--- src/rtl/stopwatch_ctrl.sv ---
// Stopwatch controller: run/pause/lap FSM driving a clock-enable prescaler
// and an mm:ss counter pair, with a lap snapshot and a sticky wrap flag.
module stopwatch_ctrl #(
  parameter int unsigned CNT_W   = 32,
  parameter int unsigned MAX_SEC = 59,
  parameter int unsigned MAX_MIN = 59
) (
  input  logic             clk,
  input  logic             rst_n,
  input  logic [CNT_W-1:0] num,
  input  logic             btn_run,
  input  logic             btn_lap,
  input  logic             btn_clr,
  output logic [5:0]       disp_sec,
  output logic [5:0]       disp_min,
  output logic             running,
  output logic             lap_active,
  output logic             tick,
  output logic             ovf
);

  typedef enum logic [1:0] {
    S_IDLE  = 2'd0,
    S_RUN   = 2'd1,
    S_PAUSE = 2'd2,
    S_LAP   = 2'd3
  } state_t;

  state_t           r_state;
  logic [CNT_W-1:0] r_cnt;
  logic [5:0]       r_sec;
  logic [5:0]       r_min;
  logic [5:0]       r_snap_sec;
  logic [5:0]       r_snap_min;
  logic [5:0]       r_disp_sec;
  logic [5:0]       r_disp_min;
  logic             r_running;
  logic             r_lap_active;
  logic             r_tick;
  logic             r_ovf;

  state_t           w_state;
  logic [CNT_W-1:0] w_cnt;
  logic [5:0]       w_sec;
  logic [5:0]       w_min;
  logic [5:0]       w_snap_sec;
  logic [5:0]       w_snap_min;
  logic             w_take_snap;
  logic             w_active;
  logic             w_last;
  logic             w_tick;
  logic             w_ovf;

  always_comb begin
    w_state     = r_state;
    w_take_snap = 1'b0;
    w_cnt       = r_cnt;
    w_tick      = 1'b0;
    w_sec       = r_sec;
    w_min       = r_min;
    w_ovf       = r_ovf;
    w_snap_sec  = r_snap_sec;
    w_snap_min  = r_snap_min;
    w_active    = (r_state == S_RUN) || (r_state == S_LAP);
    // num of 0 or 1 means a tick on every running cycle
    w_last      = (num <= CNT_W'(1)) || (r_cnt >= (num - CNT_W'(1)));

    // Strobe priority: clr > run > lap
    case (r_state)
      S_IDLE: begin
        if (!btn_clr && btn_run) w_state = S_RUN;
      end
      S_RUN: begin
        if (btn_clr)      w_state = S_IDLE;
        else if (btn_run) w_state = S_PAUSE;
        else if (btn_lap) begin
          w_state     = S_LAP;
          w_take_snap = 1'b1;
        end
      end
      S_PAUSE: begin
        if (btn_clr)      w_state = S_IDLE;
        else if (btn_run) w_state = S_RUN;
      end
      S_LAP: begin
        if (btn_clr)      w_state = S_IDLE;
        else if (btn_run) w_state = S_PAUSE;
        else if (btn_lap) w_state = S_RUN;
      end
    endcase

    if (btn_clr) begin
      w_cnt = '0;
    end else if (w_active) begin
      if (w_last) begin
        w_cnt  = '0;
        w_tick = 1'b1;
      end else begin
        w_cnt = r_cnt + CNT_W'(1);
      end
    end

    if (btn_clr) begin
      w_sec = '0;
      w_min = '0;
      w_ovf = 1'b0;
    end else if (r_tick) begin
      if (r_sec < 6'(MAX_SEC)) begin
        w_sec = r_sec + 6'd1;
      end else begin
        w_sec = '0;
        if (r_min < 6'(MAX_MIN)) begin
          w_min = r_min + 6'd1;
        end else begin
          w_min = '0;
          w_ovf = 1'b1;
        end
      end
    end

    // Snapshot captures the pre-increment live value
    if (w_take_snap) begin
      w_snap_sec = r_sec;
      w_snap_min = r_min;
    end
  end

  always_ff @(posedge clk or negedge rst_n) begin
    if (!rst_n) begin
      r_state      <= S_IDLE;
      r_cnt        <= '0;
      r_sec        <= '0;
      r_min        <= '0;
      r_snap_sec   <= '0;
      r_snap_min   <= '0;
      r_disp_sec   <= '0;
      r_disp_min   <= '0;
      r_running    <= 1'b0;
      r_lap_active <= 1'b0;
      r_tick       <= 1'b0;
      r_ovf        <= 1'b0;
    end else begin
      r_state      <= w_state;
      r_cnt        <= w_cnt;
      r_sec        <= w_sec;
      r_min        <= w_min;
      r_snap_sec   <= w_snap_sec;
      r_snap_min   <= w_snap_min;
      r_disp_sec   <= (w_state == S_LAP) ? w_snap_sec : w_sec;
      r_disp_min   <= (w_state == S_LAP) ? w_snap_min : w_min;
      r_running    <= (w_state == S_RUN) || (w_state == S_LAP);
      r_lap_active <= (w_state == S_LAP);
      r_tick       <= w_tick;
      r_ovf        <= w_ovf;
    end
  end

  assign disp_sec   = r_disp_sec;
  assign disp_min   = r_disp_min;
  assign running    = r_running;
  assign lap_active = r_lap_active;
  assign tick       = r_tick;
  assign ovf        = r_ovf;

endmodule

--- config.mk ---
export PLATFORM = sky130hd
export DESIGN_NAME = stopwatch_ctrl
export DESIGN_NICKNAME = d
export VERILOG_FILES = /design/src/rtl/stopwatch_ctrl.sv
export SDC_FILE = /design/constraint.sdc
export NUM_CORES = 1
export LEC_CHECK = 0
export ABC_AREA = 1
export BUFFER_PORTS_ARGS = -buffer_cell sky130_fd_sc_hd__buf_2
export CAP_MARGIN = 10
export CORE_MARGIN = 3
export CORE_UTILIZATION = 53
export DETAILED_ROUTE_END_ITERATION = 16
export PLACE_DENSITY = 0.72
export SETUP_SLACK_MARGIN = 0.5
export SYNTH_ARGS = -nofsm -noshare
export SYNTH_HDL_FRONTEND = slang
export SYNTH_SLANG_ARGS = --single-unit
--- constraint.sdc ---
create_clock -name clk -period 3.05 [get_ports clk]
set_input_delay 0.915 -clock clk [delete_from_list [all_inputs] [get_ports clk]]
set_output_delay 0.915 -clock clk [all_outputs]
set_load 0.01 [all_outputs]
==> metrics list <==
- The flow ran to the end, and the final reports show no timing, DRC or antenna violations.
- For this run, the total global-route usage over all layers was measured as 26.3%.
- In this run, the number of DRC markers left after iteration 0 of detailed routing was 507.
- For the worst-skew pair, the clock arrives at the later sink with an insertion delay of 0.36 ns.
- The clock arrives with 0.00581 ns of skew.
- Total area of sequential cells: 1850 um2
- Setup total negative slack on the finished layout was measured at 0 ns.
- Dividing the final minimum period by the clock period gives 100%.
- Per report_power, the sequential group accounts for 44.6% of the total.
- Final Hold Violating Endpoints: 0
- The total area inside the core boundary comes to 10,400 um2.
- RD Place Congestion: 0.918
* Via total after detailed routing: 5,785
- Row generation in the floorplan step produced 37 rows.
- Excluding fillers, the count of instances in the completed layout stands at 1,123.
* Worst Hold Endpoint: r_snap_sec[4]
- The synthesized netlist occupies a cell area of 5690 um2.
- Using the TritonRoute via totals, the vias-per-cell ratio works out to 5.15.
* I/O pin count: 53
- Gate count of the mapped netlist: 852
- The floorplan step set the die height to 110 um.
* Crit path max-delay family: simple AND/OR/NAND/NOR gates
- Cell at the slowest stage of the critical path: sky130_fd_sc_hd__bufbuf_16
- Measured in cells, the most critical reg-to-reg path has a length of 9.
* Antenna violation net count after detailed routing: 0
- Antenna violations before repair: 0
- The first global-routing pass estimated 25.3 mm of wire.
- The startpoint identified for the worst register-to-register timing path is r_cnt[23].
* Setup repair after global routing missed its margin: true
* Worst setup EP type: register
* Pwr per Cell Area: 304 nW/um2
* Standby leakage power: 3.70 nW
- Maximum single-stage delay on the critical path: 0.29 ns
- Proportion of synthesized flip-flops having asynchronous set or reset: 100%
- The worst pin sits at a relative slew slack of 38.9%.
- The number of max-slew violations in the final report was 0.
- Of all nets on the critical path, the largest fanout is 8.
- For this run, the leading register cell type out of synthesis is sky130_fd_sc_hd__dfrtp_1.
- The critical path contains buffers and inverters numbering 6 combined.
* Worst setup slack for register-to-register paths: 1.07 ns
- The internal power of the cells totals 0.00168 W.
- The endpoint identified for the worst register-to-register timing path is r_cnt[0].
* Die Footprint: 12,000 um2
- Subtracting the final worst setup slack from the clock period gives 3.05 ns.
* Number of global-route vias before repair: 5,700
* Effective utilization at floorplan: 54.9%
- The area growth from synthesis to layout is 29.6%.
* Worst setup slack after layout: 0.00136 ns
- Pin count of the biggest net entering global routing: 75
- Switching Power: 0.000560 W
- Switching Fraction: 24.9%
* Type of the worst setup path: input port to register
* Number of optimization iterations in the first detailed-route pass: 7
* Placed instance count: 1,091
* # diodes: 0
* Slew of the pin with the lowest slew margin: 0.917 ns
- After clock tree synthesis, the clock-pin slew on the worst setup and hold paths is 0.08 ns.
- Placed standard-cell area: 6650 um2
* Pre-CTS setup slack: -0.399 ns
* Number of synthesized flops with an enable pin: 0
* Fill cell total of the finished layout: 835
- Fraction of the yosys area taken by sequential cells: 32.5%
- Counting flops and latches in the post-synthesis netlist gives 74.
* Routed WL per cell: 13.5 um
- Post-synthesis cell type with the largest combined area: sky130_fd_sc_hd__dfrtp_1
- Area share of the largest cell type after synthesis: 32.5%
- Horizontal extent of the die: 110 um
- For the worst setup path, the data arrival time is 3.30 ns.
* Count of unresolved DRC violations after routing: 0
- For this run, the number of Yosys warnings is 0.
- Nets: 1,056
- Summing all non-filler instances in the final layout gives an area of 7370 um2.
- TritonCTS Buffers: 9
- Once detailed placement completed, the half-perimeter wirelength came to 10.9 mm.
* CTS Root Buffer Type: sky130_fd_sc_hd__clkbuf_8
- Synthesized area divided by synthesized cell count: 6.68 um2
- Overall power consumption after layout is estimated at 0.00224 W.
- The number of hold buffers added after CTS was 0.
- Cell with the most instances after synthesis: sky130_fd_sc_hd__nand2_1
- Clock Sinks: 74
- CTS built an H-tree with a depth of 3.
- Max-cap violations: 0
- Required @ worst endpoint: 3.31 ns
- Worst hold start: r_snap_sec[4]
- Combinational group share of total power: 12.9%
- The netlist uses 36 different library cells.
* Total routed wirelength: 15.2 mm
* Cell types occupying the most area after synthesis: sky130_fd_sc_hd__dfrtp_1 (33%), sky130_fd_sc_hd__nand2_1 (18%), sky130_fd_sc_hd__nor2_1 (9.5%), sky130_fd_sc_hd__ha_1 (8.1%), sky130_fd_sc_hd__inv_1 (5.7%)
- CTS tree: done
* Setup crit start kind: input port
- Count of cells along the worst hold path: 2
- The post-route netlist has 23.4% of its cells at a drive strength greater than 1.
- For this run, the top clock speed supported by timing is 328 MHz.
* Sum of overflow across all layers after global routing: 0
- Clock network power share: 42.5%
- Multi-input logic area: 3660 um2
* Synth Net Count: 926
* Number of buffers on the longest clock path: 2
* Final count of negative-setup-slack endpoints: 0
* Worst voltage drop across the vdd grid: 0.000272 V
- The tightest min-delay check is of the register to register type.
- The count of buffers added on input and output ports is 52.
* Ranking of synthesized cells by instance count: sky130_fd_sc_hd__nand2_1 (280), sky130_fd_sc_hd__nor2_1 (144), sky130_fd_sc_hd__inv_1 (87), sky130_fd_sc_hd__dfrtp_1 (74), sky130_fd_sc_hd__nand3_1 (61)
* Sequence of cells on the critical path: buf_12 -> inv_12 -> ha_4 -> nand2_4 -> nor3_4 -> buf_4 -> buf_4 -> nand3_4 -> xnor2_1 -> inv_1 -> ha_1 -> nand2_2 -> nor2_4 -> nand2_1 -> nor2_1 -> nor2_2 -> nand2_2 -> nand2_4 -> bufbuf_16 -> nand3_1 -> nand2_1
## worst min-delay path, delay by kind of cell (launching register included)
family | cells | cell delay, ns
AO/OA/AOI/OAI | 1 | 0.09
flip-flops | 1 | 0.32
AND/OR/NAND/NOR | 1 | 0.04
## repair_timing
| action | 4_1_cts | 5_1_grt |
|---|---|---|
| gates resized for setup | 18 | 37 |
| gates cloned | 3 | 3 |
| endpoints found under the setup margin | 33 | 33 |
| buffers inserted | 5 | 5 |
| pin swaps | 6 | 16 |
## cell families after synthesis
logic type	count (synthesis)	synth area share, %
xor+xnor	36	5.54
flops	74	32.5
fa+ha+maj	37	8.14
compound gates	68	6.64
buf+inv	106	7.70
simple gates	531	39.4
## cell usage in the layout (no fill, tap or decap), types with 6 or more instances in the layout
cell type                  netlist  routed
sky130_fd_sc_hd__a21oi_1        19      19
sky130_fd_sc_hd__buf_2           6      49
sky130_fd_sc_hd__buf_4           0      69
sky130_fd_sc_hd__buf_6           4       6
sky130_fd_sc_hd__clkbuf_8        0      10
sky130_fd_sc_hd__dfrtp_1        74      74
sky130_fd_sc_hd__ha_1           37      34
sky130_fd_sc_hd__inv_1          87      84
sky130_fd_sc_hd__nand2_1       280     265
sky130_fd_sc_hd__nand2_2         5      17
sky130_fd_sc_hd__nand3_1        61      53
sky130_fd_sc_hd__nand3_2         2       9
sky130_fd_sc_hd__nand4_1         9       9
sky130_fd_sc_hd__nor2_1        144     127
sky130_fd_sc_hd__nor2_2          7      15
sky130_fd_sc_hd__nor2_4          6      15
sky130_fd_sc_hd__o21ai_0        26      26
sky130_fd_sc_hd__o21ai_1        10      10
sky130_fd_sc_hd__xnor2_1        20      18
sky130_fd_sc_hd__xor2_1         16      15
## layer usage
| layer | GRT usage, % | part of all wire, % | vias up |
|---|---|---|---|
| met5 | 0 | 0 | - |
| li1 | - | - | 2942 |
| met3 | 3.17 | 5.1 | 37 |
| met4 | 13.1 | 3.1 | 0 |
| met2 | 46.9 | 50 | 193 |
| met1 | 31.0 | 42 | 2613 |
## power by group through the flow
stage | clock (W) | sequential, W | combinational, W
2_1_floorplan | 0 | 0.00102 | 0.000127
3_3_place_gp | 0 | 0.00102 | 0.000259
3_5_place_dp | 0 | 0.00102 | 0.000269
4_1_cts | 0.000965 | 0.00100 | 0.000277
5_1_grt | 0.00102 | 0.00100 | 0.000325
6_report | 0.000954 | 0.00100 | 0.000290
## per-stage QoR
| stage | hold WS, ns | util (%) |
|---|---|---|
| after detailed placement | 0.485 | 64.2 |
| final | 0.505 | 71.1 |
| after CTS | 0.505 | 68.5 |
| after global routing | 0.537 | 71.1 |
| after floorplan | 0.462 | - |
| after global placement | 0.477 | 64.2 |
## state kept, by name (all words and copies together) (netlist names)
name / flops
disp_min: 6
disp_sec: 6
lap_active: 1
ovf: 1
r_cnt: 32
r_min: 6
r_sec: 6
r_snap_min: 6
r_snap_sec: 6
r_state: 2
running: 1
tick: 1
## worst max-delay path by stage
stage	to	slack (ns)	from	cells after the start
detailed placement	r_cnt[22]	-0.40	num[1]	20
floorplan	r_cnt[18]	0.15	num[1]	16
CTS	r_cnt[25]	0.04	num[1]	19
global placement	r_cnt[14]	-0.29	num[1]	20
global route	r_cnt[23]	-0.18	num[1]	19
finish	r_cnt[0]	0.001	num[1]	21
## area by class of cell
cell class              count  share of cell area, %
clock inverters             6                   1.53
repair buffers            134                   14.6
flip-flops and latches     74                   25.1
well taps                 136                   2.31
clock buffers              10                   1.87
multi-input cells         672                   49.7
inverters                  91                   4.94
No activity file was read; power rests on OpenSTA's default activity.
